--- src/rtl/imem_word_loader_pkg.sv ---
// Shared definitions for the image-memory word loader: default geometry and FSM state encoding.
package imem_word_loader_pkg;

  localparam int DEF_PIX_W        = 8;
  localparam int DEF_PIX_PER_WORD = 30;
  localparam int DEF_ADDR_W       = 8;
  localparam int DEF_DATA_W       = DEF_PIX_W * DEF_PIX_PER_WORD;

  typedef enum logic [1:0] {
    ST_IDLE  = 2'd0,
    ST_FILL  = 2'd1,
    ST_WRITE = 2'd2,
    ST_DONE  = 2'd3
  } state_t;

endpackage

--- src/rtl/imem_word_loader_if.sv ---
// Pixel stream handshake plus image-memory write port, bundled for the loader and its source/sink.
interface imem_word_loader_if
  import imem_word_loader_pkg::*;
#(
  parameter int PIX_W  = DEF_PIX_W,
  parameter int ADDR_W = DEF_ADDR_W,
  parameter int DATA_W = DEF_DATA_W
);

  logic              in_valid;
  logic [PIX_W-1:0]  in_data;
  logic              in_ready;
  logic              iMem_WEPin;
  logic [ADDR_W-1:0] iMem_WEAddress;
  logic [DATA_W-1:0] idataWrite;

  modport master (
    output in_valid, in_data,
    input  in_ready, iMem_WEPin, iMem_WEAddress, idataWrite
  );

  modport slave (
    input  in_valid, in_data,
    output in_ready, iMem_WEPin, iMem_WEAddress, idataWrite
  );

endinterface

--- src/rtl/imem_word_loader_packer.sv ---
// Byte-lane packer: collects NPIX bytes (byte 0 in the LSB lane) and publishes the full word
// only when the last byte lands, so the write-data register never shows a partial word.
module imem_word_packer
  import imem_word_loader_pkg::*;
#(
  parameter int PW   = DEF_PIX_W,
  parameter int NPIX = DEF_PIX_PER_WORD,
  localparam int DW  = PW * NPIX,
  localparam int IW  = $clog2(NPIX)
) (
  input  logic          clock,
  input  logic          reset,
  input  logic          clear,
  input  logic          load_en,
  input  logic [PW-1:0] data,
  output logic          last,
  output logic [DW-1:0] word
);

  logic [IW-1:0]    idx_q;
  logic [DW-PW-1:0] lanes_q;

  assign last = (idx_q == IW'(NPIX - 1));

  // The top lane is never stored separately; it goes straight into the published word.
  always_ff @(posedge clock or posedge reset) begin
    if (reset) begin
      idx_q   <= '0;
      lanes_q <= '0;
      word    <= '0;
    end else if (clear) begin
      idx_q <= '0;
    end else if (load_en) begin
      if (last) begin
        word  <= {data, lanes_q};
        idx_q <= '0;
      end else begin
        lanes_q[idx_q*PW +: PW] <= data;
        idx_q                   <= idx_q + 1'b1;
      end
    end
  end

endmodule

--- src/rtl/imem_word_loader.sv ---
// Streams pixel bytes into packed memory words and writes them at consecutive addresses.
//  state | meaning
//  IDLE  | waiting for start; outputs hold
//  FILL  | accepting bytes until a word is complete
//  WRITE | single-cycle memory write of the packed word
//  DONE  | one-cycle completion pulse
module imem_word_loader
  import imem_word_loader_pkg::*;
#(
  parameter int PIX_W        = DEF_PIX_W,
  parameter int PIX_PER_WORD = DEF_PIX_PER_WORD,
  parameter int ADDR_W       = DEF_ADDR_W,
  localparam int DATA_W      = PIX_W * PIX_PER_WORD
) (
  input  logic              clock,
  input  logic              reset,
  input  logic              start,
  input  logic [ADDR_W-1:0] base_addr,
  input  logic [ADDR_W-1:0] num_words,
  input  logic              abort,
  output logic              busy,
  output logic              done,
  output logic [ADDR_W:0]   words_written,
  imem_word_loader_if.slave bus
);

  state_t            state, state_nx;
  logic [ADDR_W-1:0] addr_q;
  logic [ADDR_W:0]   target_q;
  logic [ADDR_W:0]   ww_q;
  logic [ADDR_W:0]   ww_inc;
  logic              ready;
  logic              we;
  logic              launch;
  logic              pk_clear;
  logic              accept;
  logic              last;
  logic [DATA_W-1:0] word;

  assign ww_inc = ww_q + 1'b1;
  assign accept = bus.in_valid && ready && !abort;

  always_comb begin
    state_nx = state;
    ready    = 1'b0;
    we       = 1'b0;
    busy     = 1'b0;
    done     = 1'b0;
    launch   = 1'b0;
    pk_clear = 1'b0;
    case (state)
      ST_IDLE: begin
        if (start && !abort) begin
          launch   = 1'b1;
          pk_clear = 1'b1;
          state_nx = ST_FILL;
        end
      end
      ST_FILL: begin
        ready = 1'b1;
        busy  = 1'b1;
        if (abort) state_nx = ST_IDLE;
        else if (accept && last) state_nx = ST_WRITE;
      end
      ST_WRITE: begin
        busy = 1'b1;
        if (abort) begin
          state_nx = ST_IDLE;
        end else begin
          we       = 1'b1;
          pk_clear = 1'b1;
          state_nx = (ww_inc == target_q) ? ST_DONE : ST_FILL;
        end
      end
      ST_DONE: begin
        done     = 1'b1;
        state_nx = ST_IDLE;
      end
      default: state_nx = ST_IDLE;
    endcase
  end

  // A zero word count means a full sweep of the address space.
  always_ff @(posedge clock or posedge reset) begin
    if (reset) begin
      state    <= ST_IDLE;
      addr_q   <= '0;
      target_q <= '0;
      ww_q     <= '0;
    end else begin
      state <= state_nx;
      if (launch) begin
        addr_q   <= base_addr;
        target_q <= (num_words == '0) ? {1'b1, {ADDR_W{1'b0}}} : {1'b0, num_words};
        ww_q     <= '0;
      end else if (we) begin
        addr_q <= addr_q + 1'b1;
        ww_q   <= ww_inc;
      end
    end
  end

  imem_word_packer #(
    .PW   (PIX_W),
    .NPIX (PIX_PER_WORD)
  ) u_packer (
    .clock   (clock),
    .reset   (reset),
    .clear   (pk_clear),
    .load_en (accept),
    .data    (bus.in_data),
    .last    (last),
    .word    (word)
  );

  assign bus.in_ready       = ready;
  assign bus.iMem_WEPin     = we;
  assign bus.iMem_WEAddress = addr_q;
  assign bus.idataWrite     = word;
  assign words_written      = ww_q;

endmodule

--- src/flat_wrapper.sv ---
// flat-port wrapper written by rule: the top's interface ports become plain ports
module imem_word_loader_flat import imem_word_loader_pkg::*;
#(
  parameter int PIX_W        = DEF_PIX_W,
  parameter int PIX_PER_WORD = DEF_PIX_PER_WORD,
  parameter int ADDR_W       = DEF_ADDR_W,
  localparam int DATA_W      = PIX_W * PIX_PER_WORD
)
  (clock, reset, start, base_addr, num_words, abort, busy, done, words_written, bus_in_valid, bus_in_data, bus_in_ready, bus_iMem_WEPin, bus_iMem_WEAddress, bus_idataWrite);
  imem_word_loader_if #(.PIX_W(PIX_W), .ADDR_W(ADDR_W), .DATA_W(240)) bus_i ();
  input  logic clock;
  input  logic reset;
  input  logic start;
  input  logic [ADDR_W-1:0] base_addr;
  input  logic [ADDR_W-1:0] num_words;
  input  logic abort;
  output logic busy;
  output logic done;
  output logic [ADDR_W:0] words_written;
  input wire logic [$bits(bus_i.in_valid)-1:0] bus_in_valid;
  input wire logic [$bits(bus_i.in_data)-1:0] bus_in_data;
  output wire logic [$bits(bus_i.in_ready)-1:0] bus_in_ready;
  output wire logic [$bits(bus_i.iMem_WEPin)-1:0] bus_iMem_WEPin;
  output wire logic [$bits(bus_i.iMem_WEAddress)-1:0] bus_iMem_WEAddress;
  output wire logic [$bits(bus_i.idataWrite)-1:0] bus_idataWrite;
  assign bus_i.in_valid = bus_in_valid;
  assign bus_i.in_data = bus_in_data;
  assign bus_in_ready = bus_i.in_ready;
  assign bus_iMem_WEPin = bus_i.iMem_WEPin;
  assign bus_iMem_WEAddress = bus_i.iMem_WEAddress;
  assign bus_idataWrite = bus_i.idataWrite;
  imem_word_loader #(.PIX_W(PIX_W), .PIX_PER_WORD(PIX_PER_WORD), .ADDR_W(ADDR_W)) u_core (.clock(clock), .reset(reset), .start(start), .base_addr(base_addr), .num_words(num_words), .abort(abort), .busy(busy), .done(done), .words_written(words_written), .bus(bus_i));
endmodule
--- config.mk ---
export PLATFORM = sky130hd
export DESIGN_NAME = imem_word_loader_flat
export DESIGN_NICKNAME = d
export VERILOG_FILES = /design/src/rtl/imem_word_loader_pkg.sv /design/src/rtl/imem_word_loader_if.sv /design/src/rtl/imem_word_loader_packer.sv /design/src/rtl/imem_word_loader.sv /design/src/flat_wrapper.sv
export SDC_FILE = /design/constraint.sdc
export NUM_CORES = 1
export LEC_CHECK = 0
export BUFFER_PORTS_ARGS = -buffer_cell sky130_fd_sc_hd__clkbuf_2
export CAP_MARGIN = 25
export CORE_ASPECT_RATIO = 1.1
export CORE_MARGIN = 4
export CORE_UTILIZATION = 50
export DETAILED_ROUTE_END_ITERATION = 10
export PLACE_DENSITY = 0.79
export REMOVE_ABC_BUFFERS = 1
export SYNTH_ARGS = -nofsm -noshare
export SYNTH_HDL_FRONTEND = slang
export SYNTH_SLANG_ARGS = --single-unit
--- constraint.sdc ---
create_clock -name clock -period 29.6 [get_ports clock]
set_input_delay 1.48 -clock clock [delete_from_list [all_inputs] [get_ports clock]]
set_output_delay 1.48 -clock clock [all_outputs]
set_load 0.03 [all_outputs]
==> run_results.csv <==
group,metric,value,unit
cts,htree_levels,2,
logic_synthesis,ys_warn_count,0,
worst_hold_path,hold_end,"u_core.u_packer.lanes_q[53]$_DFFE_PP0P_",
cts,clk_path_buf_depth,3,
critical_path,r2r_cells,8,
global_routing,grt_max_degree,203,
critical_path,critPathKind,"primary input to primary output",
logic_synthesis,avgSynthCellArea,13.3,sq um
floorplanning,initial_core_util,50.8,%
route,first_iter_violations,815,
cts,path_clk_slew,0.06,ns
sta,finalCritPeriodShare,14.2,%
sta,rsz0062_at_grt,"false",
global_routing,grt_pass1_wl,78400,um
sta,finalHoldViolations,0,
floorplanning,fp.coreArea,0.0404,sq mm
route,first_pass_iters,5,
sta,relSlewSlack,23.9,%
status,status,"complete, no violations",
global_routing,antenna_found_initial,0,
cts,cts_buffers,50,
critical_path,worstPathCellList,"clkbuf_2 > nand2b_1 > inv_1 > clkbuf_2",
power,power_density,71.1,mW/mm^2
critical_path,end_kind,"primary output",
critical_path,cp_max_fo,15,
route,vias,13100,
placement,place.gp.congestion,0.855,
logic_synthesis,netlist.area_leader.share,61.6,%
cts,post-cts-setup-buffers,0,
sta,max_freq,0.237,GHz
sta,drv_slew,0,
logic_synthesis,seq_area_frac_synth,61.6,%
route,wl_per_cell,21.3,um
critical_path,crit_arrival,2.73,ns
floorplanning,die_area,0.0443,sq mm
sta,finalCriticalPeriod,4.21,ns
worst_hold_path,whs_path_depth,1,
logic_synthesis,yosys-top-cells-count,"dfrtp_1 (505), mux2_2 (386), nand2_1 (134), o21ai_0 (70), nor2_1 (69)",
power,power.leakage,12.9,nW
sta,tns,0,ns
layout,nNetsFinal,1865,
logic_synthesis,synthArstFlopShare,100,%
critical_path,cpLargestDelayFamily,"buffers and inverters",
critical_path,crit_top_cell,"clkbuf_2",
critical_path,r2r_start,"u_core.u_packer.idx_q[0]$_DFFE_PP0P_",
route,ant_nets,0,
logic_synthesis,synthesis.area,0.0205,sq mm
placement,dp_hpwl,34100,um
sta,tightest_slew,1.14,ns
placement,port-buffer-count,289,
critical_path,cp.depth,4,
critical_path,path_buf_inv,3,
logic_synthesis,synth.most_common_cell,"dfrtp_1",
critical_path,max_stage_delay,0.51,ns
logic_synthesis,syn_inst,1541,
critical_path,reg2reg_slack,25.53,ns
logic_synthesis,synthTopCellsByArea,"dfrtp_1 (62%), mux2_2 (21%), nand2_1 (2.5%), o21ai_0 (1.7%), mux2i_1 (1.3%)",
critical_path,timing.rr.end,"u_core.u_packer.lanes_q[43]$_DFFE_PP0P_",
worst_hold_path,hold_path.class,"flip-flop to flip-flop",
flow_run,drv_cap,0,
logic_synthesis,synth_top_cell_by_area,"dfrtp_1",
global_routing,track_usage,22.6,%
logic_synthesis,ys_ff_latch,505,
layout,area_delta_synth_final,18.8,%
cts,ctsResizeCount,0,
route,vias_per_cell,5.51,
cts,cts_tree,"done",
cts,clk_latency,0.60,ns
worst_hold_path,hold_start,"u_core.u_packer.lanes_q[53]$_DFFE_PP0P_",
logic_synthesis,ys.flop_type,"dfrtp_1",
cts,cts-root-buf,"clkbuf_16",
floorplanning,ios,290,
route,drt-total-wl,50700,um
sta,clock_skew,0.0182,ns
sta,timing.hold.ws,0.472,ns
critical_path,crit_required,28.12,ns
cts,cts_num_sinks,505,
global_routing,grt_pass1_vias,13600,
floorplanning,die_width,201,um
layout,drive_gt1_share,43.6,%
critical_path,slowest_stage,"inv_1",
logic_synthesis,yosysUniqueCellTypes,50,
power,ir_drop,0.0000474,V
cts,ctsHoldBuffers,0,
global_routing,grt_overflow_total,0,
critical_path,startpoint_type,"primary input",
floorplanning,fp-row-count,77,
logic_synthesis,synth-edff-count,0,
sta,finalSetupViolCount,0,
route,drcViolationCount,0,
floorplanning,die_h,220,um
metrics by stage:
step | instance area, sq um | instances | power [mW] | util [%] | setup WS (ns)
floorplan | 20200 | 1468 | 0.925 | - | 14.02
global placement | 22400 | 2283 | 1.04 | 55.6 | 25.02
detailed placement | 22400 | 2284 | 1.05 | 55.6 | 24.92
CTS | 24300 | 2374 | 1.75 | 60.1 | 25.41
global route | 24400 | 2377 | 1.81 | 60.3 | 25.32
finish | 24400 | 2378 | 1.73 | 60.3 | 25.39
cell families (layout without fill, tap and decap cells):
| logic type | Yosys count | after routing | synth area share, % |
|---|---|---|---|
| other cells | 0 | 1 | 0 |
| fa+ha+maj | 10 | 10 | 0.610 |
| simple gates | 357 | 357 | 8.56 |
| buf+inv | 109 | 432 | 2.14 |
| compound gates | 120 | 120 | 3.38 |
| xor+xnor | 28 | 28 | 1.20 |
| flops | 505 | 505 | 61.6 |
| mux | 412 | 412 | 22.5 |
worst register-to-register path, stage by stage, from the launching register on:
cell     delay (ns)
dfrtp_1        0.56
inv_1          0.17
ha_1           0.40
nor3b_1        0.42
ha_1           0.50
nand3_1        0.39
or4_1          0.99
o21ai_0        0.40
o31ai_1        0.11
power breakdown:
group          total (mW)  internal (mW)  leakage (nW)  switching (mW)
registers           0.731          0.712          6.89          0.0192
logic               0.307         0.0737          5.10           0.233
clock network       0.693          0.425         0.905           0.269
placed cells by master, fill, tap and decap left out, drive strengths merged, types with 17 or more instances in the layout:
cell	synthesis	final
inv	36	39
clkbuf	58	356
and2	24	24
nor3	37	37
and3	22	22
mux2	386	386
o21ai	77	77
dfrtp	505	505
nor2	82	82
mux2i	26	26
nand2	139	139
buf	15	17
per-layer routing:
| layer | wire (um) | part of all wire (%) | global-route usage (%) | up-vias |
|---|---|---|---|---|
| met1 | 20900 | 41 | 29.3 | 6702 |
| met2 | 24800 | 49 | 37.3 | 381 |
| met4 | 2210 | 4.4 | 10.5 | 0 |
| met3 | 2780 | 5.5 | 4.35 | 123 |
| li1 | - | - | - | 5907 |
| met5 | 0 | 0 | 0 | - |
final cells by class:
type	instances	area [sq um]
Fill cell	3092	16000
Sequential cell	505	12600
Multi-Input combinational cell	927	7460
Timing Repair Buffer	306	1650
Clock buffer	67	1460
Tap cell	513	642
Clock inverter	23	369
Inverter	36	143
Antenna cell	1	2.50
sequential cells by signal, indices dropped and copies added (netlist names):
| name | flops |
|---|---|
| u_core.target_q | 9 |
| u_core.u_packer.word | 240 |
| u_core.words_written | 9 |
| u_core.u_packer.lanes_q | 232 |
| u_core.state | 2 |
| u_core.bus.iMem_WEAddress | 8 |
| u_core.u_packer.idx_q | 5 |
how the worst max path moves through the flow:
stage | start | to | slack [ns]
floorplan | reset | u_core.bus.iMem_WEAddress[0]$_DFFE_PP0P_ | 14.02
global placement | abort | u_core.u_packer.word[163]$_DFFE_PP0P_ | 25.02
detailed placement | abort | u_core.u_packer.word[102]$_DFFE_PP0P_ | 24.92
CTS | abort | bus_iMem_WEPin | 25.41
global route | u_core.u_packer.idx_q[0]$_DFFE_PP0P_ | u_core.u_packer.lanes_q[50]$_DFFE_PP0P_ | 25.32
finish | abort | bus_iMem_WEPin | 25.39
(Power assumes the default switching activity.)
